--- config.mk ---
export PLATFORM = sky130hd
export DESIGN_NAME = prio2bin_seq
export DESIGN_NICKNAME = d
export VERILOG_FILES = /design/src/rtl/prio2bin_seq.sv
export SDC_FILE = /design/constraint.sdc
export NUM_CORES = 1
export LEC_CHECK = 0
export CORE_UTILIZATION = 23
export DETAILED_ROUTE_END_ITERATION = 16
export PLACE_DENSITY = 0.53
export SYNTH_ARGS = -nofsm -noshare
export SYNTH_HDL_FRONTEND = slang
export SYNTH_SLANG_ARGS = --single-unit
--- constraint.sdc ---
create_clock -name clk -period 4.63 [get_ports clk]
set_clock_uncertainty 0.2 [all_clocks]
set_input_delay 0.926 -clock clk [delete_from_list [all_inputs] [get_ports clk]]
set_output_delay 0.926 -clock clk [all_outputs]
set_load 0.005 [all_outputs]
--- src/rtl/prio2bin_seq.sv ---
// prio2bin_seq: sequential priority decoder.
// Takes a DW-bit request vector over a valid/ready handshake. It then emits
// the binary index of every set bit, highest index first, one index per
// output handshake. An all-zero vector yields a single beat flagged out_zero.
module prio2bin_seq #(
  parameter int DW = 32,
  localparam int AW = $clog2(DW)
) (
  input  logic          clk,
  input  logic          nreset,
  input  logic          in_valid,
  output logic          in_ready,
  input  logic [DW-1:0] in_data,
  output logic          out_valid,
  input  logic          out_ready,
  output logic [AW-1:0] out_idx,
  output logic          out_last,
  output logic          out_zero
);

  typedef enum logic {
    IDLE = 1'b0,
    BUSY = 1'b1
  } state_t;

  state_t        state;
  logic [DW-1:0] pend;      // indices still to be emitted
  logic          zero;      // accepted vector was all-zero
  logic [DW-1:0] top_bit;   // one-hot mask of the highest pending bit
  logic [AW-1:0] top_idx;   // binary index of the highest pending bit
  logic          single;    // pend holds exactly one set bit

  // Priority decode of the registered pending vector. The last match in
  // ascending order wins, so the result is the highest set bit.
  always_comb begin
    top_idx = '0;
    top_bit = '0;
    for (int unsigned i = 0; i < DW; i++) begin
      if (pend[i]) begin
        top_idx    = AW'(i);
        top_bit    = '0;
        top_bit[i] = 1'b1;
      end
    end
    single = (pend != '0) && ((pend & (pend - DW'(1))) == '0);
  end

  // Output beat fields come only from registered state. An empty pend
  // decodes to index 0. That value serves both the reset value and the
  // single beat of a zero vector.
  always_comb begin
    out_idx  = top_idx;
    out_last = zero | single;
    out_zero = zero;
  end

  // Handshake FSM: load the vector on accept, then peel off one bit per
  // output handshake until the last beat returns the block to IDLE.
  always_ff @(posedge clk) begin
    if (!nreset) begin
      state     <= IDLE;
      pend      <= '0;
      zero      <= 1'b0;
      in_ready  <= 1'b0;
      out_valid <= 1'b0;
    end else begin
      case (state)
        IDLE: begin
          in_ready  <= 1'b1;
          out_valid <= 1'b0;
          if (in_valid && in_ready) begin
            pend      <= in_data;
            zero      <= (in_data == '0);
            in_ready  <= 1'b0;
            out_valid <= 1'b1;
            state     <= BUSY;
          end
        end
        BUSY: begin
          if (out_valid && out_ready) begin
            if (out_last) begin
              pend      <= '0;
              zero      <= 1'b0;
              out_valid <= 1'b0;
              in_ready  <= 1'b1;
              state     <= IDLE;
            end else begin
              pend <= pend & ~top_bit;
            end
          end
        end
        default: begin
          state     <= IDLE;
          pend      <= '0;
          zero      <= 1'b0;
          in_ready  <= 1'b0;
          out_valid <= 1'b0;
        end
      endcase
    end
  end

endmodule

==> results summary, run 1 <==
The width of the die is 106 um. Traced cell by cell, the critical path runs through or4_4 > or4_4 > a221o_1 > or4_4 > o21ai_4 > dlymetal6s2s_1. The number of inserted diodes is 0. In the final routed layout, each cell accounts on average for approximately 19 um.

The total core area is ~10,000 sq um. The final worst-path cycle share is 0.914. The number of distinct standard cells referenced by the synthesized netlist came out at 52. The min-delay analysis places its worst path in the category flop to flop. The top-level I/O count is 45. Summing all multi-input logic gate instances after layout gives ~1600 sq um. The placement-stage worst setup slack came out at 0.272 ns. The delay of the slowest cell on the worst path is 0.59 ns.

The total non-filler cell area in the finished layout came out at between 3000 and 4000 sq um. The number of enable-type register cells in the synthesized netlist is 0. The number of global-route vias before repair came out at ~2,800.

In the final timing run, aggregate negative setup slack is 0 ns. The number of antenna violations at the first check in global routing was 0. The later-pin clock latency in the skew report came out at between 0.2 and 0.3 ns. The maximum number of pins on one net before global-route repair is 23. Summed over all layers, the routed wires come to 9630 um.

The initial cell density of the core came out at 0.240. The count of routing violations after the opening detailed-route iteration came out at 238. The height of the chip came out at about 110 um.

The count of final hold-check violations came to 0. The first-pass GRT wire length came out at 15,400 um. The aggregate global-route resource usage is 0.173. The maximum clock rate is approximately 240 MHz. The number of buffers and inverters on the critical path is 1. The detailed-routing iteration count for the pre-antenna-repair pass is 5. The flow ran to the end, and the final reports show no timing, DRC or antenna violations. The number of synthesized register bits came out at 36. In this run, post-CTS hold repair placed 0 buffers.

The total count of max-transition violations in the final report is 0. The average footprint of a synthesized cell is roughly 7.3 sq um. The largest individual stage delay along the critical path comes from the cell sky130_fd_sc_hd__or4_4. By instance count, the cell type seen most on the critical path is sky130_fd_sc_hd__or4_4. The beginning of the worst hold path is out_zero$_SDFFE_PN0P_. The number of nets at the end of the flow is 415. The most frequent standard cell in the layout excluding fill and tap cells is sky130_fd_sc_hd__clkdlybuf4s50_1. The average vias per placed instance is around 5.7. The required time of the critical path came out at 3.50 ns.

The startpoint of the worst setup timing path is pend[12]$_SDFFE_PN0P_. The cell area after placement is between 3000 and 4000 sq um. The Yosys step of the flow raised 0 warnings. The half-perimeter wire length after placement is 7050 um. The port buffer count came out at 44. The sequential power share came out at 0.341.

The fraction of layout instances using a drive strength above 1 came out at 0.116. On the critical path the largest part of the delay comes from simple AND/OR/NAND/NOR gates. After synthesis the cells add up to around 2500 sq um. Of the post-synthesis cell area, the dominant cell type holds 0.287. For this run, asynchronously set or reset flops after synthesis account for 0. The part of the Yosys area used for sequential elements is 0.287.

After filler insertion, the fill cell instance count of the layout stands at around 1,200. The switching share of power is 0.388. The final critical path time including I/O delays and setup is between 4 and 5 ns. Summed over all nets, the switching power comes to 0.415 mW. The setup-violating endpoint count in the final report came out at 0. In this run the worst path has a maximum fanout of 8. The number of max-cap violations is 0. The combined flip-flop and latch cell area is 724 sq um. After detailed routing, the number of remaining DRC violations is 0. By startpoint and endpoint, the worst setup path is classified as flop to output port. The global placement routability congestion came out at about 0.9.

In this run the number of H-tree levels came out at 2. Leaving out fill and tap cells, the most frequent cells in the layout are sky130_fd_sc_hd__clkdlybuf4s50_1 (43), sky130_fd_sc_hd__o21ai_0 (34), sky130_fd_sc_hd__dfxtp_1 (33). The maximum root-to-sink buffer count is 2. The clock input transition at the sequential cells of the worst setup and hold paths came out at 0.07 ns.

Setup repair after global routing left no endpoint under its margin. Global routing finished with a remaining overflow of 0. The slew at the pin with the worst max-slew slack came out at between 0.8 and 0.9 ns. STA classifies the critical path startpoint as a flop. At the end of the flow the core is filled with cells to 0.307. Headroom to the max-slew limit came out at 0.405. TritonCTS created 5 clock buffers.

The clock root buffer is sky130_fd_sc_hd__clkbuf_8. The number of buffers inserted to repair setup after CTS came out at 0. The part of the power in the clock network came out at 0.209. The worst setup margin came out at ~0.4 ns. The number of antenna-violating nets in the routed design is 0. The power density relative to cell area came out at ~330 nW/um^2.

By area the synthesized netlist is led by sky130_fd_sc_hd__dfxtp_1 (29%), sky130_fd_sc_hd__o21ai_0 (6.8%), sky130_fd_sc_hd__a22oi_1 (6.3%), sky130_fd_sc_hd__nor4_1 (5.0%), sky130_fd_sc_hd__clkbuf_1 (4.5%). After floorplanning, the core was divided into 37 placement rows. The total number of vias came out at 2,938. In this run the static leakage power is ~1.1 nW. From synthesis to final layout, the design area changed by 27.8%. Of the total power, combinational logic draws 0.450. IR analysis of the VDD net gives a maximum drop of around 0.11 mV.

The internal power summed over all cells is about 0.66 mW. TritonCTS built the clock tree. The area enclosed by the die boundary came out at between 10,000 and 15,000 sq um. At the worst endpoint, the arrival time is between 3 and 4 ns.

The clock sink total came out at 36. The worst setup path is captured at an output port. The cell count after synthesis came out at around 350. Counting every net in the synthesized netlist gives ~380. The worst register-to-register path begins at pend[12]$_SDFFE_PN0P_.

The final hold slack came out at 0.356 ns. Among all flip-flop cells after synthesis, the most frequent one is sky130_fd_sc_hd__dfxtp_1. The dominant cell type by area after synthesis is sky130_fd_sc_hd__dfxtp_1.
## state kept, by name, summed over array words and instances, names as in the netlist
| register | count |
|---|---|
| in_ready | 1 |
| pend | 32 |
| state | 1 |
| out_valid | 1 |
| out_zero | 1 |
## routing by layer
layer  GRT usage  wire length (um)  vias to the layer above
li1            -                 -                     1401
met1       0.240              4530                     1412
met2       0.287              4470                      116
met3      0.0215               532                        9
met4      0.0362               100                        0
met5           0                 0                        -
## power groups by stage
stage               sequential [mW]  combinational, mW  clock (mW)
global placement              0.370              0.471           0
finish                        0.365              0.482       0.224
global route                  0.369              0.525       0.237
CTS                           0.364              0.472       0.227
detailed placement            0.371              0.465           0
floorplan                     0.346              0.291           0
## cells in the mapped netlist, drive strengths merged (2+ instances only)
cell type and count:
a21oi 20, a211oi 4, inv 9, buf 7
nor3 10, nand2b 3, or4 9, o21bai 6
o41ai 2, o22ai 13, nand3 8, and3 9
o2111ai 3, a32oi 2, nand4 4, or3 4
a21o 2, or2 8, o31ai 10, a22oi 21
a41oi 3, nand2 21, nor2 24, o21ai 35
o32ai 4, nor4 20, dfxtp 36, clkbuf 31
## worst reg2reg max path, cell delays in order, from the launching register on
cell and delay [ns]:
sky130_fd_sc_hd__dfxtp_2 0.37, sky130_fd_sc_hd__or4_4 0.57, sky130_fd_sc_hd__or4_4 0.59, sky130_fd_sc_hd__a221o_1 0.37, sky130_fd_sc_hd__or4_4 0.58, sky130_fd_sc_hd__o2111ai_2 0.23
sky130_fd_sc_hd__buf_4 0.28, sky130_fd_sc_hd__o21ai_0 0.13
## stage by stage
step                      power, mW  cells
after floorplan               0.637    346
after global placement        0.841    508
after detailed placement      0.836    508
after CTS                      1.06    515
after global routing           1.13    515
final                          1.07    515
## logic make-up after synthesis
logic type,share of synthesized area
AO/OA/AOI/OAI,0.362
adder cells (fa/ha/maj),0.00399
buffers and inverters,0.0792
flip-flops,0.287
AND/OR/NAND/NOR,0.268
## repair_timing
| item | in CTS | in global routing |
|---|---|---|
| gates resized for setup | 2 | 5 |
| setup endpoints to repair | 1 | 1 |
| gates cloned | 0 | 0 |
| pin swaps | 0 | 0 |
| endpoints found under the hold margin | 0 | 0 |
## area by class of cell
cell class,instances,share of cell area
multi-input combinational,262,0.501
sequential,36,0.226
timing repair buffer,64,0.185
tap,136,0.0530
clock buffer,6,0.0226
inverter,10,0.0117
clock inverter,1,0.00156
## path summary, 6_finish.rpt
kind	end	slack, ns	cells past startpoint
setup / recovery	out_last	0.40	6
setup reg to reg	pend[24]$_SDFFE_PN0P_	1.19	7
hold / removal	out_zero$_SDFFE_PN0P_	0.36	2
hold reg to reg	out_zero$_SDFFE_PN0P_	0.36	2
(Power assumes the default switching activity.)
==> inputs of run 2 (changes only) <==
CAP_MARGIN = 10   (was not set)
DONT_BUFFER_PORTS = 1   (was not set)
PLACE_DENSITY = 0.48   (was 0.53)
==> run 2 against run 1 <==
  * Combinational power shrank 27%
  * Setup slack lost 0.047 ns
  * Sequential share of layout area grew 4.3 points
  * Routed wire length shrank 3.5%
  * Non-clock buffer count shrank 59
  * Worst hold slack is essentially flat
  * Critical path depth shrank 1
  * Critical path type unchanged
  * Largest cell class unchanged
==> results summary, run 2 (synthesis gave the netlist of run 1 again) <==
The run finished with clean final reports. The final critical path time including I/O delays and setup came out at 4.28 ns (+0.0466 ns). The slew at the pin with the worst max-slew slack is 0.873 ns (-0.0190 ns). The root buffer cell chosen for the clock tree is sky130_fd_sc_hd__clkbuf_8. The number of max-cap violations is 0 (unchanged). The aggregate global-route resource usage is 0.169 (-0.00389). The number of nets at the end of the flow is 356 (-14%).

The switching share of power came out at 0.372 (-0.0154). Relative to the synthesized area, the layout overhead comes to 6.88%. The relative slew slack is 0.418 (+0.0127). The row count is 37 (unchanged). The number of buffers inserted to repair setup after CTS is 0 (unchanged).

The TritonCTS buffer count came to 5 (unchanged). The count of routing violations after the opening detailed-route iteration came to 287 (+21%). The combinational cell fraction of total power came out at 0.337 (-0.113). The maximum clock rate came to 234 MHz (-1.1%). STA classifies the critical path endpoint as an output port.

The maximum vdd ir drop is 0.105 mV (-2.2%). The number of global-route vias before repair is 2,502 (-10%). The setup-violating endpoint count in the final report is 0 (unchanged). The total count of max-transition violations in the final report is 0 (unchanged).

The power density relative to cell area came out at 389 nW/um^2 (+17%). The post-cts sizing count is 0 (-2). Leaving out fill and tap cells, the most frequent cells in the layout are sky130_fd_sc_hd__dfxtp_1 (36), sky130_fd_sc_hd__o21ai_0 (34), sky130_fd_sc_hd__nor2_1 (24). The number of flip-flops under the largest register name came out at 32 (unchanged). The instance count after placement with tap cells included is 449 (-12%). Leaving out fill and tap cells, the most frequent cell in the layout is sky130_fd_sc_hd__dfxtp_1.

The part of the power in the clock network came out at 0.303 (+0.094). The half-perimeter wire length after placement was 6710 um (-4.8%). The count of final hold-check violations came to 0 (unchanged). The width of the die is 106 um (unchanged).

The global placement routability congestion came to 0.944 (+5.4%). The wire length per cell after detailed routing came out at 20.3 um (+8.7%). The first-pass GRT wire length is 14,700 um (-4.2%).

The port buffer count was 0 (-100%). TritonCTS built the clock tree. The met3 usage came out at 0.0313 (+0.00981).

The fraction of layout instances using a drive strength above 1 is 0.0810 (-0.0351). The number of inserted diodes is 0 (unchanged). The layer with the highest usage is met2. The remaining global-route overflow came out at 0 (unchanged). The leakage power was 0.900 nW (-21%). The number of antenna-violating nets in the routed design came out at 0 (unchanged).

The average vias per placed instance was 6.00 (+5.2%). The number of antenna violations at the first check in global routing is 1 (+1). The required time of the critical path came out at 3.50 ns (about the same). The switching component of the power is 0.389 mW (-6.3%). The final wirelength came to 9290 um (-3.5%). The final worst-path cycle share is 0.924 (+0.0101). The global routing met1 resource utilization was 0.242 (+0.00223). The setup TNS after final layout was 0 ns (unchanged). The maximum number of pins on one net before global-route repair came to 23 (unchanged).

The total number of vias came to 2,742 (-6.7%). The detailed-routing iteration count for the pre-antenna-repair pass came to 5 (unchanged). The initial cell density of the core came to 0.240 (unchanged). pend holds more flip-flops than any other register. The height of the chip is 106 um (unchanged).

The number of hold-repair buffers added at the cts stage is 0 (unchanged). The routing usage on met2 is 0.260 (-0.0269). The data arrival time of the worst path is 3.15 ns (+0.05 ns). The type of the most critical hold path is flop to flop. The number of standard cells in the layout, taps in and fillers out is 457 (-11%). The internal power summed over all cells was 0.656 mW (about the same). The area enclosed by the die boundary came out at 11,300 sq um (unchanged).

The H-tree depth is 2 (unchanged). The top-level I/O count was 45 (unchanged). The DRC violations left came to 0 (unchanged).

Setup repair after global routing left no endpoint under its margin. The total core area is 10,500 sq um (unchanged). The clock input transition at the sequential cells of the worst setup and hold paths came out at 0.08 ns (about the same).

The later-pin clock latency in the skew report is 0.30 ns (about the same). The highest net fanout along the worst path came to 9 (+1). The sequential power share is 0.360 (+0.019).

STA classifies the critical path startpoint as a flop. The clock sink total is 36 (unchanged). The maximum root-to-sink buffer count is 2 (unchanged).

By startpoint and endpoint, the worst setup path is classified as flop to output port.
[run 2: power groups by stage]
stage                     clock network (mW)  logic (mW)  registers, mW
after floorplan                            0       0.291          0.346
after global placement                     0       0.353          0.380
after detailed placement                   0       0.348          0.381
after CTS                              0.324       0.351          0.374
after global routing                   0.342       0.389          0.381
final                                  0.317       0.352          0.376
[run 2: through the flow]
step	util	hold WS, ns	setup WS (ns)	power (mW)	instance area, sq um
2_1_floorplan	-	0.301	0.828	0.637	2510
3_3_place_gp	0.244	0.341	0.743	0.733	2560
3_5_place_dp	0.244	0.336	0.729	0.729	2560
4_1_cts	0.257	0.356	0.376	1.05	2680
5_1_grt	0.257	0.387	0.250	1.11	2680
6_report	0.257	0.356	0.354	1.05	2680
[run 2: path summary, 6_finish.rpt]
check / start / end / slack, ns / cells past startpoint
max: pend[8]$_SDFFE_PN0P_ / out_last / 0.35 / 5
min: out_zero$_SDFFE_PN0P_ / out_zero$_SDFFE_PN0P_ / 0.36 / 2
max reg2reg: pend[8]$_SDFFE_PN0P_ / pend[10]$_SDFFE_PN0P_ / 0.85 / 7
min reg2reg: out_zero$_SDFFE_PN0P_ / out_zero$_SDFFE_PN0P_ / 0.36 / 2
[run 2: final cells by class]
type | instances | area, sq um
fillers | 1193 | 7780
multi-input cells | 262 | 1590
flip-flops and latches | 36 | 721
well taps | 136 | 170
clock buffers | 7 | 96.3
repair buffers | 5 | 37.5
inverters | 10 | 37.5
clock inverters | 1 | 30.0
[run 2: worst max-delay path, cell delays in order (launching register included)]
cell	delay, ns
sky130_fd_sc_hd__dfxtp_1	0.40
sky130_fd_sc_hd__or4_1	0.65
sky130_fd_sc_hd__or4_4	0.54
sky130_fd_sc_hd__a221o_1	0.36
sky130_fd_sc_hd__or4_4	0.56
sky130_fd_sc_hd__o21ai_1	0.33
[run 2: routing by layer]
metal,share of wire,up-vias
met5,0,-
met4,0.010,0
li1,-,1283
met3,0.072,7
met1,0.46,1332
met2,0.46,120
